### src/rtl/pll_reset_sequencer_if.sv
// Bundles the PLL lock / button inputs and SoC reset outputs of the reset sequencer.
`timescale 1ns/1ps
interface pll_reset_sequencer_if;
  localparam int unsigned STATE_W = 2;
  localparam int unsigned LLCNT_W = 8;

  logic               in_locked;
  logic               in_btn_reset_n;
  logic               out_reset;
  logic               out_reset_n;
  logic [STATE_W-1:0] out_state;
  logic [LLCNT_W-1:0] out_lock_loss_cnt;

  modport master (
    output in_locked,
    output in_btn_reset_n,
    input  out_reset,
    input  out_reset_n,
    input  out_state,
    input  out_lock_loss_cnt
  );

  modport slave (
    input  in_locked,
    input  in_btn_reset_n,
    output out_reset,
    output out_reset_n,
    output out_state,
    output out_lock_loss_cnt
  );
endinterface

### src/rtl/pll_reset_sequencer.sv
// Releases the SoC reset only after PLL lock has been stable and a hold time has elapsed.
// Optional lock-loss event counter built when LOCK_LOSS_CNT_EN is defined.
`timescale 1ns/1ps
module pll_reset_sequencer #(
  parameter int unsigned LOCK_STABLE_CYCLES = 1024,
  parameter int unsigned RESET_HOLD_CYCLES  = 256
) (
  input  logic                   in_clk80,
  input  logic                   in_reset_n,
  pll_reset_sequencer_if.slave   bus
);
  localparam int unsigned MAX_CYC = (LOCK_STABLE_CYCLES > RESET_HOLD_CYCLES) ?
                                    LOCK_STABLE_CYCLES : RESET_HOLD_CYCLES;
  localparam int unsigned CNT_W   = $clog2(MAX_CYC + 1);
  localparam int unsigned LLCNT_W = 8;

  typedef enum logic [1:0] {
    WAIT_LOCK = 2'd0,
    STABLE    = 2'd1,
    HOLD      = 2'd2,
    RUN       = 2'd3
  } state_e;

  state_e             state_q, state_d;
  logic [CNT_W-1:0]   cnt_q, cnt_d;
  logic               lock_meta_q, locked_s_q;
  logic               btn_meta_q, btn_s_q;
  logic               out_reset_q, out_reset_n_q;
  logic               ok;

  // Two-flop synchronizers for the asynchronous lock and button inputs
  always_ff @(posedge in_clk80 or negedge in_reset_n) begin
    if (!in_reset_n) begin
      lock_meta_q <= 1'b0;
      locked_s_q  <= 1'b0;
      btn_meta_q  <= 1'b0;
      btn_s_q     <= 1'b0;
    end else begin
      lock_meta_q <= bus.in_locked;
      locked_s_q  <= lock_meta_q;
      btn_meta_q  <= bus.in_btn_reset_n;
      btn_s_q     <= btn_meta_q;
    end
  end

  assign ok = locked_s_q & btn_s_q;

  always_ff @(posedge in_clk80 or negedge in_reset_n) begin
    if (!in_reset_n) begin
      state_q       <= WAIT_LOCK;
      cnt_q         <= '0;
      out_reset_q   <= 1'b1;
      out_reset_n_q <= 1'b0;
    end else begin
      state_q       <= state_d;
      cnt_q         <= cnt_d;
      out_reset_q   <= (state_d != RUN);
      out_reset_n_q <= (state_d == RUN);
    end
  end

  // Counter is cleared on every state change, so it only advances while staying put
  always_comb begin
    state_d = state_q;
    cnt_d   = '0;
    unique case (state_q)
      WAIT_LOCK: begin
        if (ok) state_d = STABLE;
      end
      STABLE: begin
        if (!ok) begin
          state_d = WAIT_LOCK;
        end else if (cnt_q == CNT_W'(LOCK_STABLE_CYCLES - 1)) begin
          state_d = HOLD;
        end else begin
          cnt_d = cnt_q + CNT_W'(1);
        end
      end
      HOLD: begin
        if (!ok) begin
          state_d = WAIT_LOCK;
        end else if (cnt_q == CNT_W'(RESET_HOLD_CYCLES - 1)) begin
          state_d = RUN;
        end else begin
          cnt_d = cnt_q + CNT_W'(1);
        end
      end
      RUN: begin
        if (!ok) state_d = WAIT_LOCK;
      end
      default: state_d = WAIT_LOCK;
    endcase
  end

  assign bus.out_reset   = out_reset_q;
  assign bus.out_reset_n = out_reset_n_q;
  assign bus.out_state   = 2'(state_q);

`ifdef LOCK_LOSS_CNT_EN
  logic [LLCNT_W-1:0] loss_cnt_q;

  // Counts RUN exits caused by lock loss (button-only exits excluded); saturating
  always_ff @(posedge in_clk80 or negedge in_reset_n) begin
    if (!in_reset_n) begin
      loss_cnt_q <= '0;
    end else if ((state_q == RUN) && !locked_s_q && (loss_cnt_q != {LLCNT_W{1'b1}})) begin
      loss_cnt_q <= loss_cnt_q + LLCNT_W'(1);
    end
  end

  assign bus.out_lock_loss_cnt = loss_cnt_q;
`else
  assign bus.out_lock_loss_cnt = '0;
`endif
endmodule

### src/flat_wrapper.sv
// flat-port wrapper written by rule: the top's interface ports become plain ports
module pll_reset_sequencer_flat 
#(
  parameter int unsigned LOCK_STABLE_CYCLES = 1024,
  parameter int unsigned RESET_HOLD_CYCLES  = 256
)
  (in_clk80, in_reset_n, bus_in_locked, bus_in_btn_reset_n, bus_out_reset, bus_out_reset_n, bus_out_state, bus_out_lock_loss_cnt);
  pll_reset_sequencer_if bus_i ();
  input  logic in_clk80;
  input  logic in_reset_n;
  input wire logic [$bits(bus_i.in_locked)-1:0] bus_in_locked;
  input wire logic [$bits(bus_i.in_btn_reset_n)-1:0] bus_in_btn_reset_n;
  output wire logic [$bits(bus_i.out_reset)-1:0] bus_out_reset;
  output wire logic [$bits(bus_i.out_reset_n)-1:0] bus_out_reset_n;
  output wire logic [$bits(bus_i.out_state)-1:0] bus_out_state;
  output wire logic [$bits(bus_i.out_lock_loss_cnt)-1:0] bus_out_lock_loss_cnt;
  assign bus_i.in_locked = bus_in_locked;
  assign bus_i.in_btn_reset_n = bus_in_btn_reset_n;
  assign bus_out_reset = bus_i.out_reset;
  assign bus_out_reset_n = bus_i.out_reset_n;
  assign bus_out_state = bus_i.out_state;
  assign bus_out_lock_loss_cnt = bus_i.out_lock_loss_cnt;
  pll_reset_sequencer #(.LOCK_STABLE_CYCLES(LOCK_STABLE_CYCLES), .RESET_HOLD_CYCLES(RESET_HOLD_CYCLES)) u_core (.in_clk80(in_clk80), .in_reset_n(in_reset_n), .bus(bus_i));
endmodule
### config.mk
export PLATFORM = sky130hd
export DESIGN_NAME = pll_reset_sequencer_flat
export DESIGN_NICKNAME = d
export VERILOG_FILES = /design/src/rtl/pll_reset_sequencer_if.sv /design/src/rtl/pll_reset_sequencer.sv /design/src/flat_wrapper.sv
export SDC_FILE = /design/constraint.sdc
export NUM_CORES = 1
export LEC_CHECK = 0
export ABC_AREA = 1
export BUFFER_PORTS_ARGS = -buffer_cell sky130_fd_sc_hd__buf_2
export CORE_UTILIZATION = 45
export CTS_CLUSTER_SIZE = 8
export DETAILED_ROUTE_END_ITERATION = 8
export PLACE_DENSITY = 0.74
export REMOVE_ABC_BUFFERS = 1
export SLEW_MARGIN = 20
export SYNTH_ARGS = -nofsm -noshare
export SYNTH_HDL_FRONTEND = slang
export SYNTH_SLANG_ARGS = --single-unit
### constraint.sdc
create_clock -name in_clk80 -period 2.1 [get_ports in_clk80]
set_input_delay 0.42 -clock in_clk80 [delete_from_list [all_inputs] [get_ports in_clk80]]
set_output_delay 0.42 -clock in_clk80 [all_outputs]
set_load 0.01 [all_outputs]
==> qor.csv, run 1 <==
stage;metric;value;unit
placement;post-DP HPWL;1.221;mm
pwr;Pwr Density;677.7;nW/µm²
setup_path;Critical Path AT;1680;ps
drt;via/cell ratio;4.727;
pwr;Max VDD drop;0.0004611;V
global_route;initial antenna violation count;0;
job;max_cap viols;0;
yosys;library cells used by synthesis;23;
outcome;status;completed;
timing;Peak Freq;669.9;MHz
yosys;Most used DFF post-synth;dfrtp_1;
clock_tree;Clock transition at path regs;90;ps
pwr;Static Leak;0.0005454;µW
final_layout;Seq. cell area;476.7;µm²
yosys;most common cell in the netlist;dfrtp_1;
drt;met3 WL post-DR;52;µm
floorplan;io pins;16;
floorplan;Die W;48.96;µm
global_route;largest net degree at the start of global routing;20;
drt;Max Used Layer;met4;
setup_path;CP endpoint kind;flop;
clock_tree;Longest Clk Path Bufs;2;
global_route;first-pass GRT wire length;2.608;mm
yosys;fraction of registers with async set/reset;100.0;%
clock_tree;CTS sink count;19;
setup_path;crit-path most repeated cell;inv_1;
setup_path;maximum fanout along the worst path;5;
clock_tree;cts bufs inserted;3;
drt;Pre-antenna DRT Iters;4;
timing;period utilization;71.08;%
drt;wire length on met1;701;µm
timing;max-slew violations;0;
floorplan;Initial Util;49.07;%
drt;Routed Antenna Nets;0;
setup_path;CP top delay family;flip-flops;
setup_path;Worst Setup Start Kind;flop;
drt;Wirelength per Cell;9.993;µm
yosys;sequential fraction of the synthesis area;48.05;%
final_layout;Multi-input gate area;425.4;µm²
yosys;top-area cell type share of the netlist area;45.40;%
yosys;area leader, netlist;dfrtp_1;
setup_path;worst-path cell chain;inv_1 > ha_1 > o31ai_1 > inv_1 > nand2_1 > nand2_1 > nand2_2 > inv_1;
yosys;synthesized area;992.2;µm²
setup_path;worst path bufs/invs;3;
floorplan;Die Ht;48.96;µm
yosys;Syn Inst Count;113;
global_route;total gr overflow;0;
drt;Routed WL;1.499;mm
placement;Placer Congestion;0.7551;
final_layout;nets@finish;133;
drt;initial drt markers;11;
yosys;EDFF count, synth;0;
timing;Max Clock Skew;2.250;ps
setup_path;CP max stage cell;dfrtp_1;
clock_tree;Post-CTS Setup Inserts;0;
clock_tree;Worst-Skew Late Latency;280;ps
setup_path;kind of critical path;flop to flop;
yosys;most frequent cells after synthesis;dfrtp_1 (18), nand2_1 (17), inv_1 (15), nor2_1 (13);
timing;minimum clock period;1493;ps
setup_path;max incr delay on CP;430;ps
timing;# setup viols final;0;
timing;RSZ-0062 raised after global routing;false;
yosys;YS warnings;0;
clock_tree;post_cts resized;0;
setup_path;CP Data Required Time;2290;ps
final_layout;final std cells w/o fill;150;
clock_tree;Root Driver;clkbuf_4;
drt;drc violations;0;
global_route;overall routing resource usage;13.98;%
yosys;largest cells by area after synthesis;dfrtp_1 (45%), nand2_1 (6.4%), ha_1 (6.3%), buf_4 (6.1%), inv_1 (5.7%);
timing;setup TNS;0;ps
global_route;vias in the first global route;633;
clock_tree;CTS tree;built;
drt;Routed met2 length;734;µm
floorplan;Row Count;16;
final_layout;ANT cells;0;
floorplan;full die area;2397;µm²
clock_tree;hold buffers post-CTS;0;
yosys;register bit total from synthesis;19;
final_layout;synth-to-layout area growth;6.179;%
final_layout;share of layout cells above drive strength 1;18.70;%
clock_tree;Max H-tree Level;1;
worst_hold_path;HP Class;primary input to async pin;
placement;Inst Count DP;146;
yosys;Avg Cell Area, Syn;8.781;µm²
drt;vias after detailed routing;709;
timing;final hold violations;0;
floorplan;core area;2022;µm²
placement;# port buffers;7;
final_layout;Filler cells;193;
area by class of cell:
class                           instances  share of cell area, %
Clock buffer                            4                  2.494
Inverter                               15                  5.344
Multi-Input combinational cell         78                  40.38
Sequential cell                        19                  45.25
Tap cell                               27                  3.207
Timing Repair Buffer                    7                  3.325
per-layer routing:
| layer | track usage [%] | vias to the layer above |
|---|---|---|
| met5 | 0 | - |
| met4 | 4.412 | 0 |
| met3 | 1.869 | 2 |
| met2 | 24.54 | 17 |
| met1 | 17.74 | 332 |
| li1 | - | 358 |
power by group:
part           leakage (µW)  internal (µW)  switching [µW]
sequential         0.000251            380            14.8
clock             0.0000150           73.8            96.9
combinational      0.000279           51.3            96.6
cells by family after synthesis:
kind of cell	count (synthesis)	share of synthesized area, %
flip-flops	19	48.05
other	1	0.3779
XOR/XNOR	2	1.766
AND/OR/NAND/NOR	56	27.87
buffers and inverters	23	11.73
AO/OA/AOI/OAI	7	3.909
adder cells (fa/ha/maj)	5	6.305
final timing paths:
check,cells after the start,slack [ps],end,from
min in group in_clk80,1,230,u_core.lock_meta_q,bus_in_locked
worst min register to register,0,360,u_core.locked_s_q,u_core.lock_meta_q
worst max-delay path,8,610,u_core.bus.out_reset_n,u_core.bus.out_state[0]
worst min-delay path,1,50,u_core.cnt_q[6],in_reset_n
worst max register to register,8,610,u_core.bus.out_reset_n,u_core.bus.out_state[0]
max in group asynchronous,1,1730,u_core.bus.out_reset,in_reset_n
worst register-to-register path, cell delays in order, from the launching register on:
cell     delay (ps)
dfrtp_1         430
inv_1           100
ha_1            260
o31ai_1         270
inv_1            70
nand2_1          60
nand2_1          80
nand2_2          90
inv_1            40
sequential cells by signal, summed over array words and instances (netlist names):
signal / flops
u_core.btn_meta_q: 1
u_core.btn_s_q: 1
u_core.bus.out_reset: 1
u_core.bus.out_reset_n: 1
u_core.bus.out_state: 2
u_core.cnt_q: 11
u_core.lock_meta_q: 1
u_core.locked_s_q: 1
per-stage QoR:
stage	area, µm²	hold WS, ps	power (µW)	setup slack [ps]	utilization [%]
final	1054	46.31	713.9	607.2	52.10
after global routing	1054	72.29	759.5	487.8	52.10
after CTS	1054	52.99	722.8	634.4	52.10
after detailed placement	1027	343.4	549.7	645.5	50.80
after global placement	1027	341.5	543.1	701.7	50.80
after floorplan	958.4	124.4	510.0	734.5	-
placed cells by master (no fill, tap or decap), types with 2 or more instances in the layout:
cell	Yosys	layout
nor2_2	2	2
a21oi_1	3	3
nor2_1	13	13
clkbuf_4	0	3
nand2_2	6	6
dfrtp_1	18	18
ha_1	5	5
nand3_1	8	8
nand2_1	17	17
o21ai_0	2	2
nor3_1	5	5
buf_2	0	7
conb_1	1	8
inv_1	15	15
Note: power is estimated with default switching activity, not from simulation.
==> run 2, diff against run 1 <==
--- a/config.mk
+++ b/config.mk
@@ -10,7 +10,7 @@
 export CORE_UTILIZATION = 45
 export CTS_CLUSTER_SIZE = 8
 export DETAILED_ROUTE_END_ITERATION = 8
-export PLACE_DENSITY = 0.74
+export PLACE_DENSITY = 0.76
 export REMOVE_ABC_BUFFERS = 1
 export SLEW_MARGIN = 20
 export SYNTH_ARGS = -nofsm -noshare
==> constraint.sdc (replaced) <==
create_clock -name in_clk80 -period 1.3 [get_ports in_clk80]
set_input_delay 0.26 -clock in_clk80 [delete_from_list [all_inputs] [get_ports in_clk80]]
set_output_delay 0.26 -clock in_clk80 [all_outputs]
set_load 0.01 [all_outputs]
==> run 2 against run 1 <==
Compared with the run above: the run now ends with setup timing left; total power is 93% higher; largest cell class is now multi-input gates; die area did not move; maximum frequency is 4.1% higher; clock-buffer cell count fell by 1.
==> qor.csv, run 2 (synthesized netlist as in run 1, its figures left out) <==
stage;metric;value;unit
timing;period utilization;110.3;%
drt;drc violations;0;
global_route;largest net degree at the start of global routing;20;
timing;Peak Freq;697.5;MHz
clock_tree;Longest Clk Path Bufs;2;
drt;Routed Antenna Nets;0;
timing;max-slew violations;0;
timing;minimum clock period;1434;ps
final_layout;max FFs per register;11;
final_layout;share of layout cells above drive strength 1;41.84;%
timing;RSZ-0062 raised after global routing;true;
global_route;initial antenna violation count;0;
final_layout;Top reg by flops;u_core.cnt_q;
global_route;total gr overflow;0;
clock_tree;Max H-tree Level;1;
outcome;status;complete, but fails checks;
job;max_cap viols;0;
final_layout;nets@finish;151;
timing;final worst slack;-133.6;ps
pwr;Max VDD drop;0.001084;V
setup_path;maximum fanout along the worst path;5;
floorplan;Die Ht;48.96;µm
global_route;first-pass GRT wire length;3.160;mm
floorplan;io pins;16;
floorplan;Die W;48.96;µm
final_layout;synth-to-layout area growth;30.26;%
drt;vias after detailed routing;793;
final_layout;final core occ;63.92;%
timing;final hold violations;0;
floorplan;full die area;2397;µm²
worst_hold_path;HP Class;primary input to flop;
clock_tree;cts bufs inserted;3;
placement;pre-CTS setup slack;-138.4;ps
drt;Routed WL;2.022;mm
floorplan;Row Count;16;
clock_tree;Clock transition at path regs;110;ps
setup_path;Worst Setup Start Kind;flop;
floorplan;Initial Util;49.07;%
pwr;Pwr Density;1064;nW/µm²
placement;Placer Congestion;0.8401;
drt;initial drt markers;23;
final_layout;most common cell after layout, fill and taps aside;dfrtp_1;
final_layout;ANT cells;0;
drt;Pre-antenna DRT Iters;4;
timing;Max Clock Skew;4.227;ps
placement;post-DP HPWL;1.414;mm
setup_path;Critical Path AT;1640;ps
timing;# setup viols final;14;
timing;WHS;58.33;ps
clock_tree;CTS sink count;19;
setup_path;kind of critical path;flop to flop;
drt;Wirelength per Cell;12.04;µm
clock_tree;CTS tree;built;
setup_path;CP endpoint kind;flop;
outcome;failing checks;setup timing;
final_layout;commonest cells after routing, fill and taps aside;dfrtp_1 (16), nand2_1 (15), buf_4 (14);
clock_tree;Root Driver;clkbuf_4;
clock_tree;Worst-Skew Late Latency;300;ps
floorplan;core area;2022;µm²
global_route;vias in the first global route;775;
drt;via/cell ratio;4.720;
setup_path;CP Data Required Time;1510;ps
global_route;overall routing resource usage;17.60;%
placement;# port buffers;7;
pwr;Static Leak;0.0006335;µW
[run 2: cell count changes in the layout (fill, tap and decap cells not counted), moves of 2 or more]
cell,delta
inv_1,-3
nor2_1,-3
buf_6,+3
dfrtp_1,-2
nand2_2,+3
nand3_1,-2
buf_4,+14
ha_1,-4
nand2_1,-2
dfrtp_2,+2
inv_2,+3
nor2_4,+2
nand3_4,+2
ha_2,+3
[run 2: layout make-up]
cell class	instances	area, µm²
clock buffers	3	22.52
clock inverters	1	7.507
fillers	163	729.5
inverters	15	56.30
multi-input cells	79	514.2
flip-flops and latches	19	479.2
well taps	27	33.78
repair buffers	24	178.9
[run 2: worst paths after layout]
| check | from | endpoint | slack [ps] | cells after the start |
|---|---|---|---|---|
| setup / recovery | u_core.cnt_q[1] | u_core.cnt_q[3] | -130 | 8 |
| hold / removal | bus_in_locked | u_core.lock_meta_q | 60 | 1 |
| setup reg to reg | u_core.cnt_q[1] | u_core.cnt_q[3] | -130 | 8 |
| hold reg to reg | u_core.btn_meta_q | u_core.btn_s_q | 370 | 0 |
| max in group asynchronous | in_reset_n | u_core.bus.out_reset | 570 | 2 |
| min in group asynchronous | in_reset_n | u_core.cnt_q[2] | 410 | 2 |
[run 2: stage by stage]
step                      setup TNS [ps]  area (µm²)  std cells  total power (µW)
after floorplan                   -71.90       958.4        112             823.9
after global placement            -511.9        1125        159             959.4
after detailed placement           -1426        1125        159             982.1
after CTS                          -1033        1234        167              1372
after global routing               -2590        1292        168              1467
final                              -1369        1292        168              1376
[run 2: power by group]
part	internal [µW]	total, µW	switching (µW)	leakage [µW]
Clock	117	306	189	0.0000139
Sequential	618	643	25.1	0.000248
Combinational	208	427	219	0.000371
Total	943	1380	433	0.000633
[run 2: repair_timing]
action	CTS	global route
gates cloned	1	0
pin swaps	1	6
endpoints found under the setup margin	15	17
hold buffers	1	0
setup buffers	2	3
resized for setup	14	14
hold endpoints to repair	18	0
[run 2: routing by layer]
metal / global-route usage (%) / part of all wire (%) / vias up
met5: 0 / 0 / -
met4: 2.941 / 0.74 / 0
met2: 33.10 / 54 / 17
met1: 18.56 / 41 / 378
met3: 6.854 / 4.2 / 2
li1: - / - / 396
[run 2: worst max-delay path, cell delays in order (launching register included)]
cell     delay [ps]
dfrtp_2         460
ha_4            190
nand3_4          90
nor3_4           50
nand2_1          90
nand2_1          60
nand2_2         120
nand2_4          90
nor3_1          180
